<file path="src/rtl/mem_arbiter_pkg.sv">
// Shared constants for the mem_arbiter slice: FSM encoding, grant codes and defaults.
// The optional IF-starvation guard is enabled with ARB_FAIRNESS_EN.
package mem_arbiter_pkg;

    typedef enum logic [1:0] {
        IDLE    = 2'd0,
        IF_XFER = 2'd1,
        D_XFER  = 2'd2,
        DONE    = 2'd3
    } state_t;

    typedef enum logic {
        GRANT_IF = 1'b0,
        GRANT_D  = 1'b1
    } grant_t;

    localparam int DEFAULT_TIMEOUT      = 255;
    localparam int DEFAULT_STARVE_LIMIT = 3;

endpackage

</file>
<file path="src/rtl/mem_arbiter_if.sv">
// Fetch port, data port and shared RAM port of the arbiter, bundled as one interface.
// Handshake: a requester raises req with its payload and holds both until the one-cycle
// ready pulse; rdata is valid in that cycle and held until the next read on the port.
interface mem_arbiter_if;
    logic        if_req;
    logic [31:0] if_addr;
    logic [31:0] if_rdata;
    logic        if_ready;

    logic        mem_req;
    logic        mem_we;
    logic [31:0] mem_addr;
    logic [31:0] mem_wdata;
    logic [31:0] mem_rdata;
    logic        mem_ready;

    logic [31:0] ram_addr;
    logic [31:0] ram_wdata;
    logic        ram_re;
    logic        ram_we;
    logic [31:0] ram_rdata;
    logic        ram_ack;

    logic        bus_err;

    modport slave (
        input  if_req, if_addr, mem_req, mem_we, mem_addr, mem_wdata, ram_rdata, ram_ack,
        output if_rdata, if_ready, mem_rdata, mem_ready, ram_addr, ram_wdata, ram_re, ram_we,
               bus_err
    );

    modport master (
        output if_req, if_addr, mem_req, mem_we, mem_addr, mem_wdata, ram_rdata, ram_ack,
        input  if_rdata, if_ready, mem_rdata, mem_ready, ram_addr, ram_wdata, ram_re, ram_we,
               bus_err
    );
endinterface

</file>
<file path="src/rtl/mem_arb_timer.sv">
// 8-bit wait counter for a RAM transfer; expired is high in the TIMEOUT-th enabled cycle.
import mem_arbiter_pkg::*;

module mem_arb_timer #(
    parameter int TIMEOUT = DEFAULT_TIMEOUT
) (
    input  logic g_clk,
    input  logic g_rst,
    input  logic clear,
    input  logic enable,
    output logic expired
);
    localparam logic [7:0] LAST = 8'(TIMEOUT - 1);

    logic [7:0] count;

    always_ff @(posedge g_clk or posedge g_rst) begin
        if (g_rst) begin
            count <= '0;
        end else if (clear) begin
            count <= '0;
        end else if (enable) begin
            count <= count + 8'd1;
        end
    end

    assign expired = enable && !clear && (count == LAST);
endmodule

</file>
<file path="src/rtl/mem_arbiter.sv">
// Two-port (fetch/data) arbiter onto one shared RAM; data wins unless ARB_FAIRNESS_EN
// is defined, in which case IF is forced through after STARVE_LIMIT back-to-back data grants.
import mem_arbiter_pkg::*;

module mem_arbiter #(
`ifdef ARB_FAIRNESS_EN
    parameter int STARVE_LIMIT = DEFAULT_STARVE_LIMIT,
`endif
    parameter int TIMEOUT = DEFAULT_TIMEOUT
) (
    input  logic         g_clk,
    input  logic         g_rst,
    mem_arbiter_if.slave bus,
    output state_t       dbg_state
);
    state_t      state, next_state;
    grant_t      idle_grant;
    logic        pick_data, idle_take, in_xfer, xfer_end, expired;
    logic [31:0] ram_addr_q, ram_wdata_q, if_rdata_q, mem_rdata_q;
    logic        ram_re_q, ram_we_q, if_ready_q, mem_ready_q, bus_err_q;

`ifdef ARB_FAIRNESS_EN
    localparam logic [1:0] STARVE_MAX = 2'(STARVE_LIMIT);
    logic [1:0] starve_cnt;

    always_ff @(posedge g_clk or posedge g_rst) begin
        if (g_rst) begin
            starve_cnt <= '0;
        end else if (state == IDLE && idle_take) begin
            if (idle_grant == GRANT_IF || !bus.if_req) begin
                starve_cnt <= '0;
            end else if (starve_cnt != 2'd3) begin
                starve_cnt <= starve_cnt + 2'd1;
            end
        end
    end

    assign pick_data = bus.mem_req && !(bus.if_req && starve_cnt >= STARVE_MAX);
`else
    assign pick_data = bus.mem_req;
`endif

    mem_arb_timer #(.TIMEOUT(TIMEOUT)) u_timer (
        .g_clk  (g_clk),
        .g_rst  (g_rst),
        .clear  (!in_xfer),
        .enable (in_xfer),
        .expired(expired)
    );

    always_ff @(posedge g_clk or posedge g_rst) begin
        if (g_rst) begin
            state <= IDLE;
        end else begin
            state <= next_state;
        end
    end

    // Arbitration only happens in IDLE; DONE always falls back to IDLE, so the ready
    // cycle never re-samples a request.
    always_comb begin
        idle_grant = pick_data ? GRANT_D : GRANT_IF;
        idle_take  = pick_data || bus.if_req;
        in_xfer    = (state == IF_XFER) || (state == D_XFER);
        xfer_end   = in_xfer && (bus.ram_ack || expired);
        next_state = state;
        case (state)
            IDLE:    if (idle_take) next_state = (idle_grant == GRANT_D) ? D_XFER : IF_XFER;
            IF_XFER,
            D_XFER:  if (xfer_end) next_state = DONE;
            default: next_state = IDLE;
        endcase
    end

    always_ff @(posedge g_clk or posedge g_rst) begin
        if (g_rst) begin
            ram_addr_q  <= '0;
            ram_wdata_q <= '0;
            ram_re_q    <= 1'b0;
            ram_we_q    <= 1'b0;
            if_rdata_q  <= '0;
            mem_rdata_q <= '0;
            if_ready_q  <= 1'b0;
            mem_ready_q <= 1'b0;
            bus_err_q   <= 1'b0;
        end else begin
            if_ready_q  <= 1'b0;
            mem_ready_q <= 1'b0;
            bus_err_q   <= 1'b0;
            if (state == IDLE && idle_take) begin
                if (idle_grant == GRANT_D) begin
                    ram_addr_q  <= bus.mem_addr;
                    ram_wdata_q <= bus.mem_wdata;
                    ram_re_q    <= ~bus.mem_we;
                    ram_we_q    <= bus.mem_we;
                end else begin
                    ram_addr_q  <= bus.if_addr;
                    ram_wdata_q <= '0;
                    ram_re_q    <= 1'b1;
                    ram_we_q    <= 1'b0;
                end
            end
            // A timed-out read returns zero; a write never disturbs mem_rdata.
            if (xfer_end) begin
                ram_re_q  <= 1'b0;
                ram_we_q  <= 1'b0;
                bus_err_q <= ~bus.ram_ack;
                if (state == IF_XFER) begin
                    if_ready_q <= 1'b1;
                    if_rdata_q <= bus.ram_ack ? bus.ram_rdata : '0;
                end else begin
                    mem_ready_q <= 1'b1;
                    if (ram_re_q) mem_rdata_q <= bus.ram_ack ? bus.ram_rdata : '0;
                end
            end
        end
    end

    assign bus.ram_addr  = ram_addr_q;
    assign bus.ram_wdata = ram_wdata_q;
    assign bus.ram_re    = ram_re_q;
    assign bus.ram_we    = ram_we_q;
    assign bus.if_rdata  = if_rdata_q;
    assign bus.if_ready  = if_ready_q;
    assign bus.mem_rdata = mem_rdata_q;
    assign bus.mem_ready = mem_ready_q;
    assign bus.bus_err   = bus_err_q;
    assign dbg_state     = state;
endmodule
</file>
<file path="src/flat_wrapper.sv">
// flat-port wrapper written by rule: the top's interface ports become plain ports
module mem_arbiter_flat 
#(

    parameter int TIMEOUT = DEFAULT_TIMEOUT
)
  (g_clk, g_rst, dbg_state, bus_if_req, bus_if_addr, bus_mem_req, bus_mem_we, bus_mem_addr, bus_mem_wdata, bus_ram_rdata, bus_ram_ack, bus_if_rdata, bus_if_ready, bus_mem_rdata, bus_mem_ready, bus_ram_addr, bus_ram_wdata, bus_ram_re, bus_ram_we, bus_bus_err);
  mem_arbiter_if bus_i ();
  input  logic g_clk;
  input  logic g_rst;
  output state_t dbg_state;
  input wire logic [$bits(bus_i.if_req)-1:0] bus_if_req;
  input wire logic [$bits(bus_i.if_addr)-1:0] bus_if_addr;
  input wire logic [$bits(bus_i.mem_req)-1:0] bus_mem_req;
  input wire logic [$bits(bus_i.mem_we)-1:0] bus_mem_we;
  input wire logic [$bits(bus_i.mem_addr)-1:0] bus_mem_addr;
  input wire logic [$bits(bus_i.mem_wdata)-1:0] bus_mem_wdata;
  input wire logic [$bits(bus_i.ram_rdata)-1:0] bus_ram_rdata;
  input wire logic [$bits(bus_i.ram_ack)-1:0] bus_ram_ack;
  output wire logic [$bits(bus_i.if_rdata)-1:0] bus_if_rdata;
  output wire logic [$bits(bus_i.if_ready)-1:0] bus_if_ready;
  output wire logic [$bits(bus_i.mem_rdata)-1:0] bus_mem_rdata;
  output wire logic [$bits(bus_i.mem_ready)-1:0] bus_mem_ready;
  output wire logic [$bits(bus_i.ram_addr)-1:0] bus_ram_addr;
  output wire logic [$bits(bus_i.ram_wdata)-1:0] bus_ram_wdata;
  output wire logic [$bits(bus_i.ram_re)-1:0] bus_ram_re;
  output wire logic [$bits(bus_i.ram_we)-1:0] bus_ram_we;
  output wire logic [$bits(bus_i.bus_err)-1:0] bus_bus_err;
  assign bus_i.if_req = bus_if_req;
  assign bus_i.if_addr = bus_if_addr;
  assign bus_i.mem_req = bus_mem_req;
  assign bus_i.mem_we = bus_mem_we;
  assign bus_i.mem_addr = bus_mem_addr;
  assign bus_i.mem_wdata = bus_mem_wdata;
  assign bus_i.ram_rdata = bus_ram_rdata;
  assign bus_i.ram_ack = bus_ram_ack;
  assign bus_if_rdata = bus_i.if_rdata;
  assign bus_if_ready = bus_i.if_ready;
  assign bus_mem_rdata = bus_i.mem_rdata;
  assign bus_mem_ready = bus_i.mem_ready;
  assign bus_ram_addr = bus_i.ram_addr;
  assign bus_ram_wdata = bus_i.ram_wdata;
  assign bus_ram_re = bus_i.ram_re;
  assign bus_ram_we = bus_i.ram_we;
  assign bus_bus_err = bus_i.bus_err;
  mem_arbiter #(.TIMEOUT(TIMEOUT)) u_core (.g_clk(g_clk), .g_rst(g_rst), .bus(bus_i), .dbg_state(dbg_state));
endmodule
</file>
<file path="config.mk">
export PLATFORM = sky130hd
export DESIGN_NAME = mem_arbiter_flat
export DESIGN_NICKNAME = d
export VERILOG_FILES = /design/src/rtl/mem_arbiter_pkg.sv /design/src/rtl/mem_arbiter_if.sv /design/src/rtl/mem_arb_timer.sv /design/src/rtl/mem_arbiter.sv /design/src/flat_wrapper.sv
export SDC_FILE = /design/constraint.sdc
export NUM_CORES = 1
export LEC_CHECK = 0
export CAP_MARGIN = 20
export CORE_UTILIZATION = 45
export DETAILED_ROUTE_END_ITERATION = 10
export PLACE_DENSITY_LB_ADDON = 0.25
export SLEW_MARGIN = 20
export SYNTH_ARGS = -nofsm -noshare
export SYNTH_HDL_FRONTEND = slang
export SYNTH_HIERARCHICAL = 1
export SYNTH_SLANG_ARGS = --single-unit
</file>
<file path="constraint.sdc">
create_clock -name g_clk -period 9.1 [get_ports g_clk]
set_input_delay 1.365 -clock g_clk [delete_from_list [all_inputs] [get_ports g_clk]]
set_output_delay 1.365 -clock g_clk [all_outputs]
set_load 0.03 [all_outputs]
</file>
# Word-level counts from Yosys, hierarchy flattened
# Index checks and enable logic that the tools add are counted.
# Widths: inputs -> output; s select.
word_totals:
  output_inout_bits: 135
  word_cells: 52
  regBits: 143
  in_bits: 134
classes:
  eq_ne: 5
  bitwise: 3
  n_reduce_logical: 12
  n_mux: 20
  add_sub_neg: 1
ops:
  columns: ["op", "n"]
  rows:
  - ["$mux 32", 3]
  - ["$mux 1", 12]
  - ["$add 8x1->8 const B", 1]
  - ["$eq 8x8->1 const B", 1]
  - ["$mux 8", 1]
  - ["$mux 2", 3]
  - ["$ne 2x1->1 const B", 2]
  - ["$pmux 2 s2", 1]
  - ["$reduce_and 2->1", 2]
  - ["$logic_and 1x1->1", 3]
  - ["$logic_or 1x1->1", 3]
  - ["$not 1->1", 3]
  - ["$reduce_and 3->1", 1]
  - ["$eq 2x1->1 const B", 1]
  - ["$eq 2x2->1 const B", 1]
  - ["$logic_not 2->1", 1]
  - ["$reduce_bool 2->1", 1]
  - ["$reduce_or 2->1", 1]

# Depth between registers and ports, before layout
logic_depth:
  word_depth: 7
  mapped_depth: 11

# Hierarchy
# Netlist, hierarchy kept.
by_module_without_submodules:
  columns: ["mod", "seq_area_each_um2", "cells_each", "area_per_inst_um2", "instances"]
  rows:
  - ["mem_arbiter", 3378.2, 470, 5469.0, 1]
  - ["mem_arb_timer", 200.2, 43, 414.1, 1]

# Worst setup path after synthesis
# Ideal clock, no wire load.
synth_path:
  path_kind: "register -> register"
  start: "reg u_core.state[1] (netlist: u_core/dbg_state[1])"
  end: "reg u_core.mem_rdata_q[26] (netlist: u_core/bus.mem_rdata[26])"
  path_stages_with_launch: 11
  arrival_ns: 2.643
  slack_ns: 6.329
  setup_ns: 0.128
  path_cell_list: "dfrtp_1 inv_1 ha_1 inv_1 clkbuf_1 nand4b_1 nor3_1 o21ai_2 nor3_4 buf_4 mux2_1"
synth_via:
  elab_chain_len: 6
synth_lines:
  columns: ["item", "line_no", "rtl"]
  rows:
  - ["start: declaration", "mem_arbiter.sv:16", "state_t state, next_state;"]
  - ["start signal: assignment", "mem_arbiter.sv:55", "state <= next_state;"]
  - ["$eq 2x1->1 or $eq 2x2->1 (tied branches)", "mem_arbiter.sv:64", "in_xfer = (state == IF_XFER) || (state == D_XFER);"]
  - ["$logic_or 1x1->1 (*)", "mem_arbiter.sv:64", null]
  - ["net u_core.in_xfer", "mem_arbiter.sv:18", "logic pick_data, idle_take, in_xfer, xfer_end, expired;"]
  - ["$logic_and 1x1->1 (*)", "mem_arb_timer.sv:27", "assign expired = enable && !clear && (count == LAST);"]
  - ["net u_core.expired", "mem_arbiter.sv:18", null]
  - ["$logic_or 1x1->1 (*)", "mem_arbiter.sv:65", "xfer_end = in_xfer && (bus.ram_ack || expired);"]
  - ["$logic_and 1x1->1 (*)", "mem_arbiter.sv:65", null]
  - ["$reduce_and 3->1 (no line) (*)", null, null]
  - ["end signal: assignment", "mem_arbiter.sv:113", "if (ram_re_q) mem_rdata_q <= bus.ram_ack ? bus.ram_rdata : '0;"]
  - ["end: declaration", "mem_arbiter.sv:19", "logic [31:0] ram_addr_q, ram_wdata_q, if_rdata_q, mem_rdata_q;"]
# The timed path passes the listed nets; every way through them passes the cells marked *.
# A chain may end at the register's enable or synchronous reset.

# Worst setup path in the final report
layout_path:
  start: "reg u_core.state[0] (netlist: u_core/dbg_state[0])"
  end: "reg u_core.mem_rdata_q[31] (netlist: u_core/bus.mem_rdata[31])"
# The elaborated chain is that of the path after synthesis.

==> results.md <==
* Status: complete, no violations
* Clock buffer depth at 2
* Critical path required time at 9.39 ns
* Routability cong. at 0.768
* Number of global-route vias before repair at 4866
* Fin crit period at 3.37 ns
* # IOs at 269
* Cells after synthesis at 513
* CTS buffer count at 17
* Clock sinks at 143
* Vias per cell at 4.98
* Detailed placement HPWL at 11100 um
* Drt drc at 0
* Die Y at 116 um
* Synthesized Nets at 653
* Sequential share of the synthesized area at 60.8%
* Final std cells w/o fill at 956
* Clk root buf: clkbuf_16
* # diodes at 0
* Worst-path maximum fanout at 32
* TNS Setup at 0 ns
* Pwr dens at 377 nW/um^2
* Min-Delay Path Class: reg -> reg
* Total wire length at 15500 um
* Slowest CP cell: ha_1
* Final Max Slew Viols at 0
* Arrival @ worst endpoint at 3.66 ns
* CTS H-Tree Depth at 4
* Crit-path cells: inv_1 -> ha_1 -> inv_1 -> nand4b_1 -> nor3_1 -> o21ai_2 -> nor3_4 -> buf_4 -> mux2_2
* First-pass GRT wire length at 23900 um
* Clock Pin Slew Worst Setup and Hold Paths at 0.06 ns
* WL per Instance at 16.2 um
* Max IR drop VDD at 0.206 mV
* Syn avg cell area at 11.5 sq um
* IO buf count at 268
* Leakage power total at 4.14 nW
* RR Startpoint: u_core/dbg_state[0]$_DFFE_PP0P_
* Final net count at 912
* Met3 Use GR at 8.04%
* Share of cells above drive strength 1 at 6.25%
* Crit path launch: u_core/dbg_state[0]$_DFFE_PP0P_
* Total number of vias at 4760
* Initial antenna violation count at 0
* CP Launch Type: flip-flop
* Final cycle utilization of the critical path at 37.0%
* Site row count at 41
* GRT Overall Usage at 23.4%
* Worst hold path depth at 2
* Initial drt markers at 287
* Antenna-violating nets left at 0
* Post-Syn Area at 5880 sq um
* Drt pass-1 iters at 4
* Hold_sp: u_core/bus.ram_addr[9]$_DFFE_PP0P_
* Layout area overhead at 57.8%
* Clk_skew at 0.00494 ns
* Critical setup path kind: reg -> reg
* Max-cap violations at 0
* CP Capture Type: flip-flop
* CP most frequent cell: inv_1
* RSZ-0062 raised after global routing: no
* Worst path max stage delay at 0.59 ns
* FF-to-FF path depth at 9
* Met1 usage at 26.8%
* Syn. warnings at 6
* Min Hold Slack at 0.477 ns
* Latest clock arrival within the worst-skew pair at 0.40 ns
* Core area at 12700 sq um
* Global route hottest layer: met2
* Slew @ Worst Pin at 1.03 ns
* Post-CTS setup buffers at 0
* Final setup viols at 0
* Die width at 116 um
* Final Hold Fails at 0
* Cts hold-fix bufs at 0
* Synth unique cells at 33
* Pin count of the biggest net entering global routing at 87
* Die area at 13500 sq um
* Fmax at 297 MHz
* Placed Cells incl. Taps at 925
* Met2 Use GR at 40.3%
* Yosys reg bits at 143
* Starting density of the core at 46.4%
* Grt ovf at 0
* # resized after CTS at 0
* Slew headroom at 31.7%
* CTS tree: yes
[Yosys cell counts]
library cell | number | area (sq um)
inv_1 | 35 | 131
a22oi_1 | 1 | 7.51
buf_2 | 14 | 70.1
and2_1 | 7 | 43.8
clkbuf_1 | 14 | 52.6
buf_1 | 1 | 3.75
nand4_1 | 2 | 12.5
nand2_1 | 86 | 323
ha_1 | 6 | 75.1
nand4b_1 | 1 | 8.76
a21oi_1 | 4 | 20.0
o21ai_2 | 2 | 17.5
nand3_1 | 2 | 10.0
dfrtp_1 | 143 | 3580
xor2_1 | 3 | 26.3
mux2i_1 | 59 | 591
a211oi_1 | 1 | 7.51
nor2_1 | 10 | 37.5
buf_4 | 4 | 30.0
nand4_2 | 1 | 12.5
xnor2_1 | 1 | 8.76
o21ai_0 | 61 | 305
a221oi_1 | 1 | 8.76
o211ai_2 | 1 | 12.5
o21bai_1 | 1 | 7.51
nor3_1 | 1 | 5.00
a2bb2oi_1 | 1 | 8.76
nand2b_1 | 1 | 6.26
nor3_4 | 1 | 16.3
a22o_1 | 32 | 280
or3_1 | 3 | 18.8
mux2_1 | 4 | 45.0
mux2_2 | 9 | 101
[final timing paths]
path,end,slack [ns]
setup / recovery,u_core/bus.mem_rdata[31]$_DFFE_PP0P_,5.73
hold / removal,u_core/bus.ram_addr[9]$_DFFE_PP0P_,0.48
setup reg to reg,u_core/bus.mem_rdata[31]$_DFFE_PP0P_,5.73
hold reg to reg,u_core/bus.ram_addr[9]$_DFFE_PP0P_,0.48
max in group asynchronous,u_core/bus.ram_addr[12]$_DFFE_PP0P_,6.38
min in group asynchronous,u_core/u_timer/count[5]$_DFFE_PP0P_,1.35
[layout by cell type, fill, tap and decap left out, types with 5 or more instances in the layout]
cell,Yosys,layout
clkbuf_16,0,17
o21ai_0,61,61
and2_1,7,6
nor2_1,10,10
nand2_1,86,86
mux2i_1,59,59
ha_1,6,6
clkdlybuf4s50_1,0,267
dfrtp_1,143,143
inv_1,35,34
buf_4,4,5
a22o_1,32,32
mux2_2,9,9
[metrics by stage]
step	total power, mW	utilization (%)	instance area (sq um)	worst slack [ns]
after floorplan	2.06	-	5880	4.12
after global placement	2.76	68.5	8680	5.54
after detailed placement	2.80	68.5	8680	5.62
after CTS	3.53	73.3	9280	5.67
after global routing	3.69	73.3	9280	5.43
final	3.50	73.3	9280	5.73
[registers in the layout, indices dropped and copies added (netlist names)]
register / cells
u_core/bus.ram_we: 1
u_core/bus.mem_rdata: 32
u_core/dbg_state: 2
u_core/bus.ram_re: 1
u_core/bus.if_rdata: 32
u_core/bus.mem_ready: 1
u_core/bus.ram_addr: 32
u_core/bus.bus_err: 1
u_core/u_timer/count: 8
u_core/bus.ram_wdata: 32
u_core/bus.if_ready: 1
[worst max-delay path: cells and delay by family (launching register included)]
| kind | cells | cell delay [ns] |
|---|---|---|
| AO/OA/AOI/OAI | 1 | 0.15 |
| AND/OR/NAND/NOR | 3 | 0.84 |
| multiplexers | 1 | 0.40 |
| flip-flops | 1 | 0.42 |
| buffers and inverters | 3 | 0.84 |
| adder cells (fa/ha/maj) | 1 | 0.59 |
[logic make-up after synthesis]
group / Yosys count / synth area share, %
and+or+nand+nor: 115 / 8.40
muxes: 72 / 12.5
buffers and inverters: 68 / 4.89
xor gates and xnor gates: 4 / 0.596
adders and majority gates: 6 / 1.28
AOI/OAI and AO/OA: 105 / 11.5
DFF: 143 / 60.8
[metal layers]
| metal | up-vias | wire [um] |
|---|---|---|
| met3 | 18 | 1300 |
| met4 | 0 | 230 |
| met1 | 2298 | 6150 |
| li1 | 2254 | - |
| met5 | - | 0 |
| met2 | 190 | 7800 |
[report_power, final]
part	total, mW	leakage [nW]	switching, mW	internal, mW
Combinational	1.71	2.02	0.999	0.711
Clock	0.708	0.291	0.251	0.458
Sequential	1.08	1.83	0.164	0.917
[cell type report]
| cell class | count | area (sq um) |
|---|---|---|
| Sequential cell | 143 | 3580 |
| Fill cell | 881 | 3390 |
| Timing Repair Buffer | 273 | 2720 |
| Multi-Input combinational cell | 302 | 2030 |
| Clock buffer | 21 | 440 |
| Tap cell | 172 | 215 |
| Clock inverter | 10 | 164 |
| Inverter | 35 | 136 |
No activity file was read; power rests on OpenSTA's default activity.
